===== src/rtl/tlc_pkg.sv =====
// Shared types and constants for the traffic-light phase schedulers.
package tlc_pkg;

  typedef enum logic [1:0] {
    ST_IDLE  = 2'd0,
    ST_GREEN = 2'd1,
    ST_YEL   = 2'd2,
    ST_ARED  = 2'd3
  } state_t;

  localparam logic [1:0] LIGHT_RED    = 2'b00;
  localparam logic [1:0] LIGHT_YELLOW = 2'b01;
  localparam logic [1:0] LIGHT_GREEN  = 2'b10;

  localparam logic TRUE  = 1'b1;
  localparam logic FALSE = 1'b0;

endpackage


===== src/rtl/tlc_rr_pick.sv =====
// Combinational round-robin picker: first requester after cur, wrapping, cur last.
module tlc_rr_pick #(
  parameter int N = 4,
  localparam int W = $clog2(N)
) (
  input  logic [N-1:0] req,
  input  logic [W-1:0] cur,
  output logic         valid,
  output logic [W-1:0] idx
);

  logic [W-1:0] w_cand;

  // Walk offsets from farthest (cur itself) to nearest so the nearest requester wins.
  always_comb begin
    valid  = 1'b0;
    idx    = cur;
    w_cand = cur;
    for (int k = N; k >= 1; k--) begin
      w_cand = W'((int'(cur) + k) % N);
      if (req[w_cand]) begin
        valid = 1'b1;
        idx   = w_cand;
      end
    end
  end

endmodule


===== src/rtl/tlc_phase_scheduler.sv =====
// Timed round-robin phase scheduler with min/max green, yellow, all-red and preemption.
module tlc_phase_scheduler
  import tlc_pkg::*;
#(
  parameter int N_APPR    = 4,
  parameter int TW        = 8,
  parameter int MIN_GREEN = 4,
  parameter int MAX_GREEN = 16,
  parameter int YELLOW    = 3,
  parameter int ALL_RED   = 2,
  localparam int W = $clog2(N_APPR)
) (
  input  logic                  clk,
  input  logic                  clear_n,
  input  logic [N_APPR-1:0]     req,
  input  logic                  emerg,
  input  logic [W-1:0]          emerg_sel,
  output logic [2*N_APPR-1:0]   light,
  output logic [W-1:0]          active_id,
  output logic                  phase_pulse
);

  localparam logic [TW-1:0] MIN_M1  = TW'(MIN_GREEN - 1);
  localparam logic [TW-1:0] MAX_M1  = TW'(MAX_GREEN - 1);
  localparam logic [TW-1:0] YEL_M1  = TW'(YELLOW - 1);
  localparam logic [TW-1:0] ARED_M1 = TW'(ALL_RED - 1);

  state_t              r_st;
  logic [W-1:0]        r_cur;
  logic [TW-1:0]       r_tmr;
  logic                r_pre;
  logic [2*N_APPR-1:0] r_light;
  logic                r_pulse;

  state_t              w_stNext;
  logic [W-1:0]        w_curNext;
  logic [TW-1:0]       w_tmrNext;
  logic [TW-1:0]       w_tmrInc;
  logic                w_preNext;
  logic                w_pulseNext;
  logic [2*N_APPR-1:0] w_lightNext;
  logic                w_rrValid;
  logic [W-1:0]        w_rrIdx;
  logic                w_pickValid;
  logic [W-1:0]        w_pick;
  logic                w_others;

  tlc_rr_pick #(.N(N_APPR)) u_pick (
    .req   (req),
    .cur   (r_cur),
    .valid (w_rrValid),
    .idx   (w_rrIdx)
  );

  assign w_pickValid = emerg | w_rrValid;
  assign w_pick      = emerg ? emerg_sel : w_rrIdx;
  assign w_others    = |(req & ~(N_APPR'(1) << r_cur));
  assign w_tmrInc    = (r_tmr == {TW{1'b1}}) ? r_tmr : r_tmr + 1'b1;

  // Next-state logic: phase sequencing, timer reloads and preempt latch.
  always_comb begin
    w_stNext    = r_st;
    w_curNext   = r_cur;
    w_tmrNext   = w_tmrInc;
    w_preNext   = r_pre;
    w_pulseNext = FALSE;
    case (r_st)
      ST_IDLE: begin
        w_tmrNext = '0;
        if (w_pickValid) begin
          w_stNext    = ST_GREEN;
          w_curNext   = w_pick;
          w_pulseNext = TRUE;
        end
      end
      ST_GREEN: begin
        if (emerg && (emerg_sel != r_cur)) begin
          w_stNext  = ST_YEL;
          w_tmrNext = '0;
          w_preNext = TRUE;
        end else if (emerg) begin
          w_stNext = ST_GREEN;
        end else if (w_others && (r_tmr >= MIN_M1) &&
                     (!req[r_cur] || (r_tmr >= MAX_M1))) begin
          w_stNext  = ST_YEL;
          w_tmrNext = '0;
        end
      end
      ST_YEL: begin
        if (r_tmr >= YEL_M1) begin
          w_stNext  = ST_ARED;
          w_tmrNext = '0;
        end
      end
      ST_ARED: begin
        if (r_tmr >= ARED_M1) begin
          w_tmrNext = '0;
          if (w_pickValid) begin
            w_stNext    = ST_GREEN;
            w_curNext   = w_pick;
            w_pulseNext = TRUE;
            w_preNext   = FALSE;
          end else begin
            w_stNext = ST_IDLE;
          end
        end
      end
      default: begin
        w_stNext  = ST_IDLE;
        w_tmrNext = '0;
      end
    endcase
  end

  // Lamp codes derived from the next state so they register on the same edge.
  always_comb begin
    w_lightNext = {N_APPR{LIGHT_RED}};
    if (w_stNext == ST_GREEN) begin
      w_lightNext[int'(w_curNext)*2 +: 2] = LIGHT_GREEN;
    end else if (w_stNext == ST_YEL) begin
      w_lightNext[int'(w_curNext)*2 +: 2] = LIGHT_YELLOW;
    end
  end

  // State, timer and registered outputs; reset drops straight to all-red.
  always_ff @(posedge clk or negedge clear_n) begin
    if (!clear_n) begin
      r_st    <= ST_IDLE;
      r_cur   <= '0;
      r_tmr   <= '0;
      r_pre   <= FALSE;
      r_light <= {N_APPR{LIGHT_RED}};
      r_pulse <= FALSE;
    end else begin
      r_st    <= w_stNext;
      r_cur   <= w_curNext;
      r_tmr   <= w_tmrNext;
      r_pre   <= w_preNext;
      r_light <= w_lightNext;
      r_pulse <= w_pulseNext;
    end
  end

  assign light       = r_light;
  assign active_id   = r_cur;
  assign phase_pulse = r_pulse;

endmodule


===== config.mk =====
export PLATFORM = sky130hd
export DESIGN_NAME = tlc_phase_scheduler
export DESIGN_NICKNAME = d
export VERILOG_FILES = /design/src/rtl/tlc_pkg.sv /design/src/rtl/tlc_rr_pick.sv /design/src/rtl/tlc_phase_scheduler.sv
export SDC_FILE = /design/constraint.sdc
export NUM_CORES = 1
export LEC_CHECK = 0
export BUFFER_PORTS_ARGS = -buffer_cell sky130_fd_sc_hd__buf_2
export CAP_MARGIN = 20
export CELL_PAD_IN_SITES_DETAIL_PLACEMENT = 0
export CELL_PAD_IN_SITES_GLOBAL_PLACEMENT = 1
export CORE_UTILIZATION = 45
export CTS_CLUSTER_SIZE = 25
export DETAILED_ROUTE_END_ITERATION = 16
export GPL_TIMING_DRIVEN = 0
export PLACE_DENSITY_LB_ADDON = 0.1
export SLEW_MARGIN = 10
export SYNTH_ARGS = -nofsm -noshare
export SYNTH_HDL_FRONTEND = slang
export SYNTH_SLANG_ARGS = --single-unit

===== constraint.sdc =====
create_clock -name clk -period 2.45 [get_ports clk]
set_input_delay 0.1225 -clock clk [delete_from_list [all_inputs] [get_ports clk]]
set_output_delay 0.1225 -clock clk [all_outputs]
set_load 0.02 [all_outputs]

-- Word-level counts from Yosys, hierarchy flattened
Index checks and enable logic that the tools add are counted.
- flip-flop bits (word level): 21
- reduce and logical (&&, ||, !) cells: 7
- add/sub/neg operators: 6
- multiplexer cells: 42
- bitwise operators: 5
- magnitude comparators: 9
- eq/ne operators: 7
- shifts and indexed selects: 4
- operator list (operator ; count):
    indexed part select 2 x 33 -> 8 bit, first input constant ; 2
    2-to-1 mux 8 bit ; 8
    negation 3 -> 33 bit ; 1
    variable shift 2 x 33 -> 8 bit, first input constant ; 1
    case mux 8 bit (4 select lines) ; 1
    2-to-1 mux 2 bit ; 13
    AND 8 bit ; 2
    greater-or-equal comparator 8 x 2 -> 1 bit, second input constant ; 2
    < comparator 2 x 3 -> 1 bit, second input constant ; 5
    2-to-1 mux 1 bit ; 12
    binary-select mux 1 bit (select 2 bit) ; 5
    adder 8 x 1 -> 8 bit, second input constant ; 1
    == test 8 bit, second input constant ; 1
    greater-or-equal comparator 8 x 1 -> 1 bit, second input constant ; 1
    greater-or-equal comparator 8 x 4 -> 1 bit, second input constant ; 1
    case mux 2 bit (4 select lines) ; 1
    == test 2 bit, second input constant ; 3
    adder 2 x 1 -> 2 bit, second input constant ; 2
    adder 2 bit, second input constant ; 2
    AND 4 bit ; 1
    == test 2 x 1 -> 1 bit, second input constant ; 2
    inverter 4 bit ; 1
    case mux 2 bit (2 select lines) ; 1
    OR reduction 4 bit ; 1
    other kinds (8) ; 10

-- Longest topological paths before layout
- word-level depth: 16
- depth in mapped cells: 10
- gate-level depth less buffers: 9

-- Modules after synthesis
A second synthesis with hierarchy kept.
- cell total of the unflattened synthesis: 171
- area, all modules: 1527.7 um^2
- by module, submodules not included (module ; area an instance (um^2) ; instances ; seq. area each (um^2) ; cells each):
    tlc_phase_scheduler ; 1445.1 ; 1 ; 525.5 ; 157
    tlc_rr_pick ; 82.6 ; 1 ; 0.0 ; 14

-- Worst setup path before layout
No wires, ideal clock.
- kind: register to register
- from: register r_cur[0], in the netlist active_id[0]
- to: register r_light[5], in the netlist light[5]
- path buffers: 1
- required time: 2.322 ns
- setup slack: 0.032 ns
- setup time: 0.128 ns
- arrival time: 2.289 ns
- stages on the path, launching flop included: 9
- clock period less this slack: 2.418 ns
- path through: dfrtp_1 > buf_6 > inv_1 > ha_1 > mux4_2 > nand2b_1 > o31ai_1 > o21a_1 > nor3_1
- word-level cells in the longest chain between the ends: 16
- elaborated cells between the ends (all ways): 54
- classes of those cells: add/sub: 5; eq/ne: 3; shift: 4; mux: 31; bitwise: 5; reduce/logical: 6
- RTL lines (what ; line ; RTL):
    start, declared ; tlc_phase_scheduler.sv:29 ; logic [W-1:0] r_cur;
    start signal, assigned ; tlc_phase_scheduler.sv:136 ; r_cur <= w_curNext;
    adder 2 x 1 -> 2 bit ; tlc_rr_pick.sv:20 ; w_cand = W'((int'(cur) + k) % N);
    binary-select mux 1 bit (select 2 bit) ; tlc_rr_pick.sv:21 ; if (req[w_cand]) begin
    2-to-1 mux 1 bit (not written as such) ; tlc_rr_pick.sv:21 ;
    2-to-1 mux 2 bit or 2-to-1 mux 1 bit (tied branches) (4 in series) ; tlc_rr_pick.sv:21 ;
    2-to-1 mux 2 bit or bitwise OR 1 bit (tied branches) ; tlc_phase_scheduler.sv:56, tlc_phase_scheduler.sv:55 ;
    2-to-1 mux 2 bit ; tlc_phase_scheduler.sv:70, tlc_phase_scheduler.sv:98 ;
    2-to-1 mux 2 bit ; tlc_phase_scheduler.sv:96 ; if (r_tmr >= ARED_M1) begin
    case mux 2 bit (2 select lines) ; tlc_phase_scheduler.sv:67 ; case (r_st)
    negation 3 -> 33 bit ; tlc_phase_scheduler.sv:119, tlc_phase_scheduler.sv:121 ;
    indexed part select 2 x 33 -> 8 bit or variable shift 2 x 33 -> 8 bit (tied branches) ; tlc_phase_scheduler.sv:121, tlc_phase_scheduler.sv:119 ;
    AND 8 bit (no source line) ; -- ;
    2-to-1 mux 8 bit ; tlc_phase_scheduler.sv:120 ; end else if (w_stNext == ST_YEL) begin
    2-to-1 mux 8 bit (*) ; tlc_phase_scheduler.sv:118 ; if (w_stNext == ST_GREEN) begin
    net w_lightNext[5] ; tlc_phase_scheduler.sv:41 ; logic [2*N_APPR-1:0] w_lightNext;
    end signal, assigned ; tlc_phase_scheduler.sv:132 ; r_light <= {N_APPR{LIGHT_RED}};
    end signal, assigned ; tlc_phase_scheduler.sv:139 ; r_light <= w_lightNext;
    end, declared ; tlc_phase_scheduler.sv:32 ; logic [2*N_APPR-1:0] r_light;
Mark *: on every way through the listed nets, which the timed path passes. The rest lies on a longest branch. The select of a mux whose other input is x is not followed.

-- Final worst setup path
- from: register r_cur[0], in the netlist active_id[0]
- to: register r_light[7], in the netlist light[7]
The elaborated chain is that of the path after synthesis.

==> results.sh <==
export IMPL_outcome="finished clean"
export IMPL_synth_commonest_cells="dfrtp_1 (21), nor2_1 (15), inv_1 (14)"
export IMPL_placed_cells=232
export IMPL_n_antenna_cell=0
export IMPL_yosysWarnings=0
export IMPL_cts_path_max_buffers=2
export IMPL_finalHoldViolations=0
export IMPL_place_ws_ps=-294
export IMPL_drcViolationCount=0
export IMPL_cts_sinks=21
export IMPL_gp_congestion=0.789
export IMPL_syn_area_mm2=0.00162
export IMPL_core_area_mm2=0.00339
export IMPL_cts_tree="yes"
export IMPL_final_nets=215
export IMPL_area_growth_pct=14.6
export IMPL_synth_ff_type="dfrtp_1"
export IMPL_die_area_mm2=0.00385
export IMPL_routed_wl_um=3460
export IMPL_insertion_delay_ps=300
export IMPL_place_hpwl_um=2650
export IMPL_synth_edf_count=0
export IMPL_multi_input_area_mm2=0.00103
export IMPL_antenna_found_initial=0
export IMPL_ios=20
export IMPL_vias=1337
export IMPL_synth_seq_cells=21
export IMPL_hold_class="in -> async"
export IMPL_grt_pass1_wl_um=5460
export IMPL_die_height_um=62.1
export IMPL_drive_gt1_share_pct=27.1
export IMPL_drv_slew=0
export IMPL_clk_pin_slew_ps=110
export IMPL_ys_types=49
export IMPL_root_buffer="clkbuf_4"
export IMPL_die_x_um=62.1
export IMPL_tightest_slew_ps=608
export IMPL_p_leak_nw=0.796
export IMPL_synthMostInstantiatedCell="dfrtp_1"
export IMPL_drtIter0Drc=53
export IMPL_setup_viol=0
export IMPL_cp_top_family="compound AO/OA/AOI/OAI gates"
export IMPL_h_tree_depth=1
export IMPL_avgViaCountPerCell=5.62
export IMPL_firstDrtPassIters=7
export IMPL_p_per_area_mw_per_mm2=959
export IMPL_final_cells=238
export IMPL_grt_pass1_vias=1196
export IMPL_portBuffers=19
export IMPL_yosys_top_cells_area="dfrtp_1 (32%), ha_1 (10%), mux4_2 (4.2%)"
export IMPL_syn_inst=167
export IMPL_synth_seq_area_share_pct=32.4
export IMPL_cpPeakStageDelay_ps=470
export IMPL_critPathMaxFanout=10
export IMPL_start_util_pct=47.9
export IMPL_fin_crit_sh_pct=94.6
export IMPL_synth_area_per_cell_um2=9.72
export IMPL_grt_max_degree=22
export IMPL_ant_nets=0
export IMPL_path_cells="buf_6, inv_1, ha_4, mux4_2, nand2b_1, o31ai_4, o21a_1, nor3_1"
export IMPL_fmax_mhz=432
export IMPL_fill_cells=312
export IMPL_grt_ovfl_total=0
export IMPL_wire_per_inst_um=14.5
export IMPL_cap_violations=0
export IMPL_cp_start_kind="register"
export IMPL_critPathKind="reg -> reg"
export IMPL_syn_nets=189
export IMPL_worstPathBufferInverterCount=2
export IMPL_track_usage_pct=19.3
export IMPL_async_reset_ff_share_pct=100
export IMPL_register_area_um2=527
export IMPL_slew_headroom_pct=59.2
export IMPL_worstPathRequired_ps=2630
export IMPL_crit_slowest_cell="dfrtp_2"
export IMPL_finClkSkew_ps=5.39
export IMPL_yosysTopAreaCell="dfrtp_1"
export IMPL_cp_arrival_ps=2500
export IMPL_ir_drop_mv=0.656
export IMPL_rows=21
export IMPL_fin_crit_ps=2320
export IMPL_setup_ws_ps=133
export IMPL_worstSetupEndpointType="register"
export IMPL_cts_buffers=3
export IMPL_fin_util_pct=54.9
export IMPL_synth_top_area_share_pct=32.4
metrics by stage:
step	total power, mW	area (µm²)	hold WS (ps)	TNS, ps
after floorplan	1.33	1620	-173	0
after global placement	1.56	1780	85.5	-781
after detailed placement	1.58	1780	102	-1850
after CTS	1.76	1830	287	0
after global routing	1.93	1860	306	-2.97
final	1.78	1860	296	0
flip-flops by register name (all words and copies together), names as in the netlist:
signal	cells
light	8
r_tmr	8
active_id	2
r_st	2
phase_pulse	1
per-layer routing:
metal	GRT usage [%]	vias to the layer above	routed length (µm)
met3	1.24	2	85
met1	26.0	645	1670
met4	6.67	0	17
met5	0	-	0
met2	32.8	22	1680
li1	-	668	-
what timing repair did:
item | in CTS | in global routing
endpoints found under the setup margin | 9 | 12
resized for setup | 3 | 3
gates cloned | 0 | 0
hold buffers | 1 | 0
hold endpoints to repair | 21 | 0
setup buffers | 0 | 1
where the power goes:
group | total [mW] | internal [mW] | switching [mW]
registers | 0.491 | 0.422 | 0.0688
clock network | 0.159 | 0.0608 | 0.0983
logic | 1.13 | 0.471 | 0.662
total | 1.78 | 0.954 | 0.830
cells in the final DEF, fill, tap and decap left out, types with 2 or more instances in the layout:
cell type  instances
a211oi_1           4
a21oi_1            8
a31oi_1            2
buf_2             19
buf_6              2
clkbuf_4           3
dfrtp_1           20
ha_1              12
inv_1             14
mux4_2             3
nand2_1            4
nand2b_1           5
nand2b_4           2
nand3_1            7
nand4_1            2
nor2_1            15
nor2b_1            4
nor3_1            12
nor3_2             3
nor3b_1            2
o21a_1             3
o21ai_0            3
o31ai_1            3
or3_1              3
xnor2_1            3
kinds of logic after synthesis:
family	after synthesis	synth area share, %
muxes	4	4.78
and+or+nand+nor	67	25.0
DFF	21	32.4
AOI/OAI and AO/OA	39	19.4
buffers and inverters	19	6.24
adders and majority gates	13	10.0
xor gates and xnor gates	4	2.16
layout make-up:
| class | instances | share of cell area, % |
|---|---|---|
| buffer | 3 | 1.95 |
| clock buffer | 3 | 1.21 |
| clock inverter | 1 | 0.269 |
| inverter | 16 | 3.50 |
| multi-input combinational | 127 | 55.6 |
| sequential | 21 | 28.3 |
| tap | 46 | 3.09 |
| timing repair buffer | 21 | 6.05 |
final timing paths:
path / from / to / slack [ps] / depth (start not counted)
max in group asynchronous: clear_n / active_id[0] / 1810 / 2
setup reg to reg: active_id[0] / light[7] / 130 / 8
setup / recovery: active_id[0] / light[7] / 130 / 8
min in group clk: emerg_sel[0] / active_id[0] / 300 / 4
hold / removal: clear_n / r_tmr[7] / 300 / 2
hold reg to reg: r_tmr[7] / r_tmr[7] / 620 / 2
No activity file was read; power rests on OpenSTA's default activity.
